### src/rtl/sprite_pixel_renderer_pkg.sv
// Shared constants, sprite geometry and position-FSM types for the sprite renderer.
// SPRITE_SCALE2_EN selects a 32x32 box where each mask bit covers 2x2 pixels.
package sprite_pixel_renderer_pkg;

  localparam int H_ACTIVE_DEF = 640;
  localparam int V_ACTIVE_DEF = 480;

  localparam logic [2:0] SPR_COLOR_DEF = 3'b100;
  localparam logic [2:0] BG_COLOR_DEF  = 3'b001;
  localparam logic [2:0] BLANK_COLOR   = 3'b000;

`ifdef SPRITE_SCALE2_EN
  localparam int SPR_SIZE = 32;
  localparam int SPR_LOG2 = 5;
`else
  localparam int SPR_SIZE = 16;
  localparam int SPR_LOG2 = 4;
`endif

  typedef enum logic {
    POS_IDLE    = 1'b0,
    POS_PENDING = 1'b1
  } pos_state_e;

  function automatic logic [9:0] clamp_pos(input logic [9:0] req, input logic [9:0] lim);
    return (req > lim) ? lim : req;
  endfunction

endpackage

### src/rtl/sprite_pos_latch.sv
// Sprite position handshake: captures a clamped request, then commits it to the
// active position on the next frame-start pulse so a frame never tears.
module sprite_pos_latch
  import sprite_pixel_renderer_pkg::*;
#(
  parameter int H_ACTIVE = H_ACTIVE_DEF,
  parameter int V_ACTIVE = V_ACTIVE_DEF
) (
  input  logic       Clock,
  input  logic       Reset,
  input  logic [9:0] iPosX,
  input  logic [9:0] iPosY,
  input  logic       iPosValid,
  input  logic       iFrameStart,
  output logic       oPosReady,
  output logic [9:0] oActX,
  output logic [9:0] oActY
);

  localparam logic [9:0] X_MAX = 10'(H_ACTIVE - SPR_SIZE);
  localparam logic [9:0] Y_MAX = 10'(V_ACTIVE - SPR_SIZE);

  pos_state_e r_state, w_next_state;
  logic [9:0] r_pend_x, r_pend_y;
  logic [9:0] r_act_x, r_act_y;
  logic       w_capture, w_commit;

  // NOTE: sequential state uses non-blocking assignments only; the synchronous
  // reset clears every register, including pending, so a reset drops any request.
  always_ff @(posedge Clock) begin
    if (Reset) begin
      r_state  <= POS_IDLE;
      r_pend_x <= '0;
      r_pend_y <= '0;
      r_act_x  <= '0;
      r_act_y  <= '0;
    end else begin
      r_state <= w_next_state;
      if (w_capture) begin
        r_pend_x <= clamp_pos(iPosX, X_MAX);
        r_pend_y <= clamp_pos(iPosY, Y_MAX);
      end
      if (w_commit) begin
        r_act_x <= r_pend_x;
        r_act_y <= r_pend_y;
      end
    end
  end

  // NOTE: every always_comb output gets a default first so no latch is inferred.
  always_comb begin
    w_next_state = r_state;
    w_capture    = 1'b0;
    w_commit     = 1'b0;
    oPosReady    = 1'b0;
    unique case (r_state)
      POS_IDLE: begin
        oPosReady = 1'b1;
        // A frame-start in the same cycle is ignored: the commit waits a full frame.
        if (iPosValid) begin
          w_capture    = 1'b1;
          w_next_state = POS_PENDING;
        end
      end
      POS_PENDING: begin
        if (iFrameStart) begin
          w_commit     = 1'b1;
          w_next_state = POS_IDLE;
        end
      end
      default: w_next_state = POS_IDLE;
    endcase
  end

  assign oActX = r_act_x;
  assign oActY = r_act_y;

endmodule

### src/rtl/sprite_pixel_renderer.sv
// Two-stage sprite pixel pipeline: box test and mask-ROM address, then colour.
// Build with SPRITE_SCALE2_EN for a 2x-scaled (32x32) sprite.
module sprite_pixel_renderer
  import sprite_pixel_renderer_pkg::*;
#(
  parameter int         H_ACTIVE  = H_ACTIVE_DEF,
  parameter int         V_ACTIVE  = V_ACTIVE_DEF,
  parameter logic [2:0] SPR_COLOR = SPR_COLOR_DEF,
  parameter logic [2:0] BG_COLOR  = BG_COLOR_DEF
) (
  input  logic       Clock,
  input  logic       Reset,
  input  logic [9:0] iPixelX,
  input  logic [9:0] iPixelY,
  input  logic       iVideoOn,
  input  logic       iFrameStart,
  input  logic [9:0] iPosX,
  input  logic [9:0] iPosY,
  input  logic       iPosValid,
  output logic       oPosReady,
  output logic [7:0] oRomAddress,
  input  logic       iMask,
  output logic [2:0] oColor,
  output logic       oVideoOn,
  output logic       oHit
);

  logic [9:0] w_act_x, w_act_y;
  logic [3:0] w_dx_nib, w_dy_nib;
  logic       w_in_x, w_in_y, w_in_box, w_opaque;
  logic       r_s1_in, r_s1_vid;

  sprite_pos_latch #(
    .H_ACTIVE (H_ACTIVE),
    .V_ACTIVE (V_ACTIVE)
  ) u_pos_latch (
    .Clock       (Clock),
    .Reset       (Reset),
    .iPosX       (iPosX),
    .iPosY       (iPosY),
    .iPosValid   (iPosValid),
    .iFrameStart (iFrameStart),
    .oPosReady   (oPosReady),
    .oActX       (w_act_x),
    .oActY       (w_act_y)
  );

  // Compare in 11 bits so actX+SPR_SIZE up to the screen edge cannot wrap.
  assign w_in_x   = ({1'b0, iPixelX} >= {1'b0, w_act_x}) &&
                    ({1'b0, iPixelX} <  ({1'b0, w_act_x} + 11'(SPR_SIZE)));
  assign w_in_y   = ({1'b0, iPixelY} >= {1'b0, w_act_y}) &&
                    ({1'b0, iPixelY} <  ({1'b0, w_act_y} + 11'(SPR_SIZE)));
  assign w_in_box = iVideoOn && w_in_x && w_in_y;

  // Offset into the box, dropping the low bit when each mask bit spans 2x2 pixels.
  assign w_dx_nib = 4'((iPixelX - w_act_x) >> (SPR_LOG2 - 4));
  assign w_dy_nib = 4'((iPixelY - w_act_y) >> (SPR_LOG2 - 4));

  always_ff @(posedge Clock) begin
    if (Reset) begin
      oRomAddress <= '0;
      r_s1_in     <= 1'b0;
      r_s1_vid    <= 1'b0;
    end else begin
      oRomAddress <= w_in_box ? {w_dy_nib, w_dx_nib} : 8'h00;
      r_s1_in     <= w_in_box;
      r_s1_vid    <= iVideoOn;
    end
  end

  // iMask answers the address registered in stage 1, so it lines up with r_s1_in.
  assign w_opaque = r_s1_in & ~iMask;

  always_ff @(posedge Clock) begin
    if (Reset) begin
      oColor   <= BLANK_COLOR;
      oVideoOn <= 1'b0;
      oHit     <= 1'b0;
    end else begin
      oVideoOn <= r_s1_vid;
      oHit     <= w_opaque;
      oColor   <= !r_s1_vid ? BLANK_COLOR : (w_opaque ? SPR_COLOR : BG_COLOR);
    end
  end

endmodule
### config.mk
export PLATFORM = sky130hd
export DESIGN_NAME = sprite_pixel_renderer
export DESIGN_NICKNAME = d
export VERILOG_FILES = /design/src/rtl/sprite_pixel_renderer_pkg.sv /design/src/rtl/sprite_pos_latch.sv /design/src/rtl/sprite_pixel_renderer.sv
export SDC_FILE = /design/constraint.sdc
export NUM_CORES = 1
export LEC_CHECK = 0
export ABC_AREA = 0
export BUFFER_PORTS_ARGS = -buffer_cell sky130_fd_sc_hd__buf_2
export CORE_MARGIN = 8
export CORE_UTILIZATION = 55
export CTS_CLUSTER_DIAMETER = 120
export CTS_CLUSTER_SIZE = 14
export DETAILED_ROUTE_END_ITERATION = 8
export PLACE_DENSITY = 0.8
export SLEW_MARGIN = 20
export SYNTH_ARGS = -nofsm -noshare
export SYNTH_HDL_FRONTEND = slang
export SYNTH_SLANG_ARGS = --single-unit
### constraint.sdc
create_clock -name Clock -period 2.95 [get_ports Clock]
set_input_delay 0.885 -clock Clock [delete_from_list [all_inputs] [get_ports Clock]]
set_output_delay 0.885 -clock Clock [all_outputs]
set_load 0.02 [all_outputs]
==> metrics.txt, run 1 <==
die height=88.9 µm; IR drop worst, VDD=0.000306 V; cell taking the most area after synthesis=dfxtp_1; CP max stage delay=0.56 ns; setup bufs post-CTS=0; Post-synth EDFFs=0; metal2 WL=2830 µm; worst setup path start=u_pos_latch.oActX[4]; Hold Violations, Final=0; ys async rst share=0; Routed WL=6400 µm; unrepaired setup endpoints after global routing=false; HP Class=flop to flop; syn nets=427; Hold-fix buffers, CTS=0; Met1 Wirelength=3130 µm; Setup Skew=0.0128 ns; initial antenna violation count=0; minimum hold slack=0.461 ns; final setup vio count=0; Fmax=395 MHz; full die area=7900 µm²; vias in the first global route=2426; synth cell count leaders=dfxtp_1, nand2_1, a21oi_1; Design Power=0.00140 W; clock root buffer=clkbuf_8; critical path arrival=2.74 ns; Final Cycle Share=0.858; Final Cell Area=3340 µm²; antenna viol nets, final=0; # DRC=0; CTS clock-pin slew for the worst setup and hold paths=0.10 ns; critical path, cell by cell=ha_1 -> nand3_1 -> xnor2_1 -> ha_1 -> a21oi_1 -> o22ai_1 -> a2111o_1 -> a2111oi_4; Synth Flop Type=dfxtp_1; # clock sinks=55; Power Dens Cells=419 nW/µm²; htree depth=2; post-synthesis cell count=345; FP Rows=26; R2R cell count=8; Leakage=1.35 nW; Ant. Diodes=0; met3 wire length=373 µm; critical path launch point type=flop; critical path's most frequent cell=ha_1; Area contributors post-synth=dfxtp_1, ha_1, nand2_1, a21oi_1, inv_1; Starting Density=0.572; CTS tree=done; die width=88.9 µm; DP Wirelength=5190 µm; routability cong.=0.876; Reg2Reg Launch Point=u_pos_latch.oActX[4]; Max-slew headroom=0.525; Pre-Repair DR Iteration Count=4; drt initial violations=117; R2R setup slack=0.42 ns; vias per cell=5.27; Crit-path slowest cell=a2111o_1; Overflow after GRT=0; Avg Cell Area, Syn=8.46 µm²; top-area cell type share of the netlist area=0.377; status=finished, final reports clean; top sig layer=met4; register bit total from synthesis=55; min cycle time layout=2.53 ns; Clock Tree Buf Depth=2; sequential element share of the synthesized area=0.377; Slew @ Worst Pin=0.711 ns; cts repair resizes=0; nets=481; clk_lat worst skew=0.31 ns; synth warn=0; area grow syn2layout=14.4%; Placeable Area=5110 µm²; worst setup path class=flop to flop; total number of vias=2471; Cell Area, Placed=3250 µm²; clock buffer count from CTS=5; largest net degree at the start of global routing=45; GRT Total Usage=0.172; required time of the critical path=3.16 ns; DR WL/cell=13.6 µm; final slew viol count=0; Setup TNS Final=0 ns; post-synthesis cell type count=44; max-cap violation count=0; I/O Buffers=58; cell with the most instances after synthesis=dfxtp_1; share of layout cells above drive strength 1=0.183; I/O pin total=60; worst-path maximum fanout=9; Post-Syn Area=2920 µm²; Setup crit end kind=flop; CP Capture Point=oRomAddress[3]; first-pass GRT wire length=10900 µm; reg-to-reg critical path endpoint=oRomAddress[3]
-- worst min path at each step --
stage,startpoint,endpoint,slack (ns),depth (start not counted)
detailed placement,u_pos_latch.r_pend_x[7],u_pos_latch.oActX[7],0.45,2
finish,u_pos_latch.r_pend_x[8],u_pos_latch.r_pend_x[8],0.46,2
CTS,u_pos_latch.r_pend_x[7],u_pos_latch.oActX[7],0.46,2
global placement,u_pos_latch.r_pend_x[8],u_pos_latch.r_pend_x[8],0.44,2
floorplan,u_pos_latch.r_pend_y[9],u_pos_latch.oActY[9],0.43,2
global route,r_s1_vid,oColor[2],0.48,1
-- cells by family (layout without fill, tap and decap cells) --
logic type / Yosys count / count (layout) / synth area share
fa+ha+maj: 36 / 36 / 0.159
buf+inv: 44 / 98 / 0.0604
xor+xnor: 11 / 11 / 0.0330
flops: 55 / 55 / 0.377
compound gates: 76 / 76 / 0.170
other cells: 1 / 1 / 0.00128
simple gates: 122 / 122 / 0.199
-- per-layer routing --
metal  vias to the layer above  track usage
met3                         8       0.0427
met2                        65        0.271
li1                       1289            -
met4                         0       0.0353
met5                         -            0
met1                      1109        0.229
-- through the flow --
step,utilization,worst slack [ns],instances
after floorplan,-,0.412,345
after global placement,0.637,0.220,462
after detailed placement,0.637,0.152,462
after CTS,0.654,0.386,469
after global routing,0.654,0.274,469
final,0.654,0.420,469
-- power breakdown --
group	total (W)	switching, W	internal, W
sequential	0.000779	0.0000141	0.000765
clock	0.000411	0.000244	0.000167
combinational	0.000209	0.000120	0.0000892
total	0.00140	0.000378	0.00102
-- state kept, by name, indices dropped and copies added (netlist names) --
signal and cells:
oHit 1, oVideoOn 1, oRomAddress 8, oColor 2, u_pos_latch.oActX 10, u_pos_latch.r_state 1, u_pos_latch.r_pend_y 10, r_s1_in 1
u_pos_latch.oActY 10, u_pos_latch.r_pend_x 10, r_s1_vid 1
-- worst max-delay path: cells and delay by family, from the launching register on --
| family | cells | cell delay (ns) |
|---|---|---|
| xor+xnor | 1 | 0.15 |
| fa+ha+maj | 2 | 0.53 |
| compound gates | 4 | 1.21 |
| flops | 1 | 0.43 |
| simple gates | 1 | 0.11 |
-- area by class of cell --
type                    count  area, µm²
clock inverters             2       17.5
multi-input cells         246       1640
clock buffers               5       68.8
flip-flops and latches     55       1100
inverters                  31        116
well taps                  70       87.6
fillers                   448       1770
repair buffers             60        305
-- placed cells by master (no fill, tap or decap), types with 2 or more instances in the layout --
master    instances
a21oi_1          37
fa_1              2
nand4b_1          2
o21ai_0           5
clkbuf_8          5
and2_1            2
a21o_1            5
o21a_1            2
o41ai_1           2
xnor2_1           9
buf_2            58
nor2b_1           4
nand3_1          10
inv_1            31
a211oi_1          5
nand2_1          52
a22oi_1           9
nand3_2           2
dfxtp_1          55
buf_4             2
nor3b_1           4
nand3b_1          3
nor2_1           20
nor3_1           16
ha_1             34
xor2_1            2
nand2b_1          2
Power figures use the tool's default switching activity.
==> run 2: changes to the inputs <==
--- a/config.mk
+++ b/config.mk
@@ -5,9 +5,8 @@
 export SDC_FILE = /design/constraint.sdc
 export NUM_CORES = 1
 export LEC_CHECK = 0
-export ABC_AREA = 0
+export ABC_AREA = 1
 export BUFFER_PORTS_ARGS = -buffer_cell sky130_fd_sc_hd__buf_2
-export CORE_MARGIN = 8
 export CORE_UTILIZATION = 55
 export CTS_CLUSTER_DIAMETER = 120
 export CTS_CLUSTER_SIZE = 14
==> run 2 against run 1 <==
Effect of this change:
- routed wire length down 9.8%
- fmax grew 23%
- non-clock buffer count increased by 1
- power grew 9.4%
- core utilization grew 0.49 points
- hold slack worse by 0.012 ns
- combinational power increased by 47%
- clock skew decreased by 0.0075 ns
==> metrics.txt, run 2 <==
largest net degree at the start of global routing=32 (-29%); final slew viol count=0 (unchanged); Slew @ Worst Pin=0.513 ns (-0.198 ns); cell taking the most area after synthesis=dfxtp_1; routability cong.=0.785 (-10%); DP Wirelength=4470 µm (-14%); worst setup path class=flop to flop; first-pass GRT wire length=9520 µm (-12%); full die area=5610 µm² (-29%); # DRC=0 (unchanged); critical path, cell by cell=ha_1 -> nand2_1 -> nor2_2 -> xor2_1 -> ha_1 -> nand2_1 -> nand2_1 -> nand3_1 -> nand2_1 -> nor2_1 -> nand2_1 -> nor2_2 -> nand2_2 -> nor2_1; top-area cell type share of the netlist area=0.377 (-0.000484); clock buffer count from CTS=5 (unchanged); Post-synth EDFFs=0 (unchanged); Post-Syn Area=2920 µm² (+0.13%); register bit total from synthesis=55 (unchanged); Synth Flop Type=dfxtp_1; Setup TNS Final=0 ns (unchanged); post-synthesis cell count=384 (+11%); Leakage=1.59 nW (+18%); critical path launch point type=flop; htree depth=2 (unchanged); Placeable Area=5110 µm² (unchanged); Pre-Repair DR Iteration Count=4 (unchanged); Clock Tree Buf Depth=2 (unchanged); Max-slew headroom=0.657 (+0.132); Ant. Diodes=0 (unchanged); Hold Violations, Final=0 (unchanged); antenna viol nets, final=0 (unchanged); Crit-path slowest cell=dfxtp_1; # clock sinks=55 (unchanged); clk_lat worst skew=0.31 ns (about the same); cts repair resizes=0 (unchanged); post-synthesis cell type count=31 (-30%); Final Cycle Share=0.699 (-0.158); HP Class=flop to flop; GRT Total Usage=0.223 (+0.0513); die height=74.9 µm (-16%); required time of the critical path=3.20 ns (+0.04 ns); Layout Utilization=0.659 (+0.00490); die width=74.9 µm (-16%); I/O pin total=60 (unchanged); share of layout cells above drive strength 1=0.168 (-0.0152); Setup Skew=0.00531 ns (-0.00746 ns); Setup crit end kind=flop; CP max stage delay=0.39 ns (-0.17 ns); met3 wire length=253 µm (-32%); critical path arrival=2.31 ns (-0.43 ns); clock root buffer=clkbuf_8; top sig layer=met4; nets=522 (+8.5%); Hold-fix buffers, CTS=0 (unchanged); Routed WL=5770 µm (-9.8%); CTS clock-pin slew for the worst setup and hold paths=0.10 ns (about the same); Starting Density=0.573 (+0.000735); vias in the first global route=2309 (-4.8%); most frequent cells in the layout=buf_2, nand2_1, dfxtp_1; IR drop worst, VDD=0.000219 V (-28%); ys async rst share=0 (unchanged); Design Power=0.00153 W (+9.4%); min cycle time layout=2.06 ns (-0.467 ns); Power Dens Cells=455 nW/µm² (+8.6%); FP Rows=26 (unchanged); unrepaired setup endpoints after global routing=false; initial antenna violation count=0 (unchanged); area grow syn2layout=15.1%; commonest non-fill, non-tap cell in the layout=buf_2; cell with the most instances after synthesis=nand2_1; synth cell count leaders=nand2_1, dfxtp_1, a21oi_1; worst-path maximum fanout=9 (unchanged); Layout fillers=464 (+3.6%); CTS tree=done; total number of vias=2562 (+3.7%); Met1 Wirelength=2780 µm (-11%); Avg Cell Area, Syn=7.61 µm² (-10%); DR WL/cell=11.3 µm (-17%); max-cap violation count=0 (unchanged); vias per cell=5.01 (-4.8%); setup bufs post-CTS=0 (unchanged); metal2 WL=2670 µm (-5.7%); final setup vio count=0 (unchanged); synth warn=0 (unchanged); syn nets=466 (+9.1%); drt initial violations=95 (-19%); status=finished, final reports clean; critical path's most frequent cell=nand2_1; Overflow after GRT=0 (unchanged); Area contributors post-synth=dfxtp_1, ha_1, a21oi_1, nand2_1, o21ai_0; sequential element share of the synthesized area=0.377 (-0.000484); Fmax=485 MHz (+23%); minimum hold slack=0.449 ns (-0.0118 ns); I/O Buffers=58 (unchanged)
run 2: cell count changes after synthesis, moves of 5 or more:
cell     change
xor2_1       +6
inv_1       +15
o21ai_0     +35
nor3_1      -13
xnor2_1      -5
nand2_1      +5
a22oi_1      -9
a21oi_1     +12
nor2_1      +20
run 2: final timing paths:
| kind | from | endpoint | slack (ns) | depth (start not counted) |
|---|---|---|---|---|
| min reg2reg | r_s1_vid | oColor[2] | 0.45 | 2 |
| max reg2reg | u_pos_latch.oActX[4] | oRomAddress[0] | 0.89 | 14 |
| min | r_s1_vid | oColor[2] | 0.45 | 2 |
| max | u_pos_latch.oActX[4] | oRomAddress[0] | 0.89 | 14 |
run 2: kinds of logic (layout without fill, tap and decap cells):
family                   Yosys count  count (layout)  synth area share
AO/OA/AOI/OAI                     98              98             0.174
XOR/XNOR                          12              12            0.0359
adder cells (fa/ha/maj)           36              36             0.159
buffers and inverters             59             116            0.0770
flip-flops                        55              55             0.377
other                              1               1           0.00128
AND/OR/NAND/NOR                  123             123             0.176
run 2: critical path, delay by kind of cell (launching register included):
family | cells | cell delay, ns
flops | 1 | 0.39
xor+xnor | 1 | 0.16
simple gates | 11 | 0.95
fa+ha+maj | 2 | 0.48
run 2: layer usage:
| layer | track usage | vias up |
|---|---|---|
| met3 | 0.0469 | 6 |
| li1 | - | 1369 |
| met5 | 0 | - |
| met4 | 0.0734 | 0 |
| met1 | 0.286 | 1121 |
| met2 | 0.374 | 66 |
run 2: through the flow:
step	cell area, µm²	setup WS, ns	std cells
after floorplan	2920	0.800	384
after global placement	3280	0.609	503
after detailed placement	3280	0.576	503
after CTS	3360	0.874	511
after global routing	3360	0.665	511
final	3360	0.887	511
run 2: report_power, final:
part	total, W	switching (W)	internal, W
Clock	0.000415	0.000244	0.000171
Sequential	0.000808	0.0000227	0.000786
Combinational	0.000308	0.000179	0.000129
run 2: layout make-up:
cell class	count	area (µm²)	share of cell area
timing repair buffer	61	313	0.0930
inverter	47	176	0.0524
tap	70	87.6	0.0260
clock buffer	6	72.6	0.0216
sequential	55	1100	0.327
multi-input combinational	270	1600	0.475
clock inverter	2	16.3	0.00483
==> run 3: changes to the inputs <==
--- a/config.mk
+++ b/config.mk
@@ -7,11 +7,11 @@
 export LEC_CHECK = 0
 export ABC_AREA = 1
 export BUFFER_PORTS_ARGS = -buffer_cell sky130_fd_sc_hd__buf_2
-export CORE_UTILIZATION = 55
+export CORE_UTILIZATION = 49
 export CTS_CLUSTER_DIAMETER = 120
 export CTS_CLUSTER_SIZE = 14
 export DETAILED_ROUTE_END_ITERATION = 8
-export PLACE_DENSITY = 0.8
+export PLACE_DENSITY = 0.75
 export SLEW_MARGIN = 20
 export SYNTH_ARGS = -nofsm -noshare
 export SYNTH_HDL_FRONTEND = slang
==> constraint.sdc (replaced) <==
create_clock -name Clock -period 1.7 [get_ports Clock]
set_input_delay 0.51 -clock Clock [delete_from_list [all_inputs] [get_ports Clock]]
set_output_delay 0.51 -clock Clock [all_outputs]
set_load 0.02 [all_outputs]
==> run 3 against run 2 <==
Effect of this change:
- the run now ends with setup timing left
- sequential cell count unchanged
- hold slack worse by 0.055 ns
- sequential power up 73%
- register-to-register slack worse by 1.1 ns
- routed wire length up 7.8%
- sequential share of layout area down 3.1 points
- setup slack worse by 1.1 ns
- global-route usage down 0.49 points
- largest power group unchanged
- clock power up 85%
==> metrics.txt, run 3 (synthesis gave the netlist of run 2 again) <==
Final Cycle Share=1.14 (+0.446); CTS tree=done; P_sw=0.000810 W (+82%); CTS clock-pin slew for the worst setup and hold paths=0.10 ns (about the same); post-route setup slack=-0.246 ns (-1.13 ns); clock buffer count from CTS=5 (unchanged); Fmax=514 MHz (+6.0%); CP max stage delay=0.37 ns (-0.02 ns); die height=79.3 µm (+5.8%); critical path arrival=2.19 ns (-0.12 ns); max-cap violation count=0 (unchanged); Cell Area, Placed=3560 µm² (+8.6%); Power Internal=0.00200 W (+84%); Overflow after GRT=0 (unchanged); GRT Total Usage=0.218 (-0.00486); Flop pwr share=0.500 (-0.028); first-pass GRT wire length=10800 µm (+13%); I/O Buffers=58 (unchanged); Setup crit end kind=flop; area grow syn2layout=27.6%; htree depth=2 (unchanged); Setup Skew=0.00946 ns (+0.00415 ns); required time of the critical path=1.95 ns (-1.25 ns); antenna viol nets, final=0 (unchanged); drt initial violations=86 (-9.5%); largest net degree at the start of global routing=40 (+25%); Placeable Area=5640 µm² (+10%); die width=79.3 µm (+5.8%); Pre-Repair DR Iteration Count=4 (unchanged); Clock Tree Buf Depth=2 (unchanged); Combinational Power Share=0.227 (+0.026); routability cong.=0.856 (+9.0%); total number of vias=2721 (+6.2%); switch share=0.288 (-0.00286); critical path, cell by cell=ha_4 -> buf_4 -> xnor2_2 -> ha_1 -> nand2_1 -> nor2_1 -> nand2_1 -> nand2_1 -> nor2_1 -> a21oi_2 -> nor2_2 -> nand2_2 -> nor2_1; power share of the clock group=0.273 (+0.002); Final Cell Area=3730 µm² (+11%); final slew viol count=0 (unchanged); clk_lat worst skew=0.31 ns (about the same); final setup vio count=9 (+9); unrepaired setup endpoints after global routing=true; most frequent cells in the layout=buf_2, nand2_1, dfxtp_1; critical path launch point type=flop; status=complete, but fails checks; share of layout cells above drive strength 1=0.267 (+0.0996); clock root buffer=clkbuf_8; Starting Density=0.518 (-0.0542); commonest non-fill, non-tap cell in the layout=buf_2; DR WL/cell=11.4 µm (+0.66%); full die area=6280 µm² (+12%); Ant. Diodes=0 (unchanged); Routed WL=6210 µm (+7.8%); pre-CTS setup slack=-0.266 ns (-0.842 ns); Crit-path slowest cell=dfxtp_4; Leakage=1.78 nW (+12%); DP Wirelength=5040 µm (+13%); violated checks=setup timing; Hold Violations, Final=0 (unchanged); # DRC=0 (unchanged); I/O pin total=60 (unchanged); vias per cell=4.97 (-0.78%); vias in the first global route=2598 (+13%); IR drop worst, VDD=0.000413 V (+88%); Power Dens Cells=753 nW/µm² (+65%); # clock sinks=55 (unchanged); Hold-fix buffers, CTS=0 (unchanged); minimum hold slack=0.395 ns (-0.0547 ns); HP Class=input port to flop; FP Rows=27 (+3.8%); worst-path maximum fanout=5 (-4); min cycle time layout=1.95 ns (-0.117 ns); nets=556 (+6.5%); initial antenna violation count=0 (unchanged); worst setup path class=flop to flop
[run 3: cell count changes in the layout (fill, tap and decap cells not counted), sizes merged]
| cell | delta |
|---|---|
| buf | +33 |
| nand2 | +1 |
| clkinv | +1 |
| clkinvlp | -1 |
[run 3: final cells by class]
type / instances / area [µm²]
Clock buffer: 6 / 82.6
Clock inverter: 2 / 20.0
Fill cell: 495 / 1910
Inverter: 47 / 176
Multi-Input combinational cell: 271 / 1680
Sequential cell: 55 / 1110
Tap cell: 72 / 90.1
Timing Repair Buffer: 94 / 573
[run 3: metrics by stage]
| stage | cells | util | total power, W | setup TNS [ns] |
|---|---|---|---|---|
| 2_1_floorplan | 384 | - | 0.00180 | -0.247 |
| 3_3_place_gp | 537 | 0.631 | 0.00203 | -1.70 |
| 3_5_place_dp | 537 | 0.631 | 0.00205 | -2.22 |
| 4_1_cts | 547 | 0.655 | 0.00283 | -2.01 |
| 5_1_grt | 547 | 0.661 | 0.00300 | -3.35 |
| 6_report | 547 | 0.661 | 0.00281 | -1.87 |
[run 3: critical path: cells and delay by family, from the launching register on]
kind	cells	cell delay, ns
xor+xnor	1	0.12
flops	1	0.37
simple gates	8	0.74
compound gates	1	0.07
buf+inv	1	0.13
fa+ha+maj	2	0.45
[run 3: power groups by stage]
stage | clock network (W) | logic, W | registers [W]
floorplan | 0 | 0.000373 | 0.00143
global placement | 0 | 0.000597 | 0.00143
detailed placement | 0 | 0.000618 | 0.00143
CTS | 0.000792 | 0.000632 | 0.00140
global route | 0.000856 | 0.000733 | 0.00141
finish | 0.000767 | 0.000638 | 0.00140
[run 3: layer usage]
layer	vias up	track usage	share of wire
met3	9	0.0460	0.037
met2	52	0.374	0.47
li1	1440	-	-
met1	1220	0.269	0.47
met4	0	0.0764	0.018
met5	-	0	0
[run 3: timing repair]
action,in CTS,in global routing
cloned,1,0
setup endpoints to repair,9,9
pin swaps,12,13
gates resized for setup,6,9
buffers inserted,1,0
[run 3: worst paths after layout]
path | startpoint | to | slack, ns | cells past startpoint
max | u_pos_latch.oActX[4] | oRomAddress[1] | -0.25 | 13
min | iMask | oHit | 0.39 | 2
max reg2reg | u_pos_latch.oActX[4] | oRomAddress[1] | -0.25 | 13
min reg2reg | u_pos_latch.r_pend_y[9] | u_pos_latch.r_pend_y[9] | 0.45 | 2
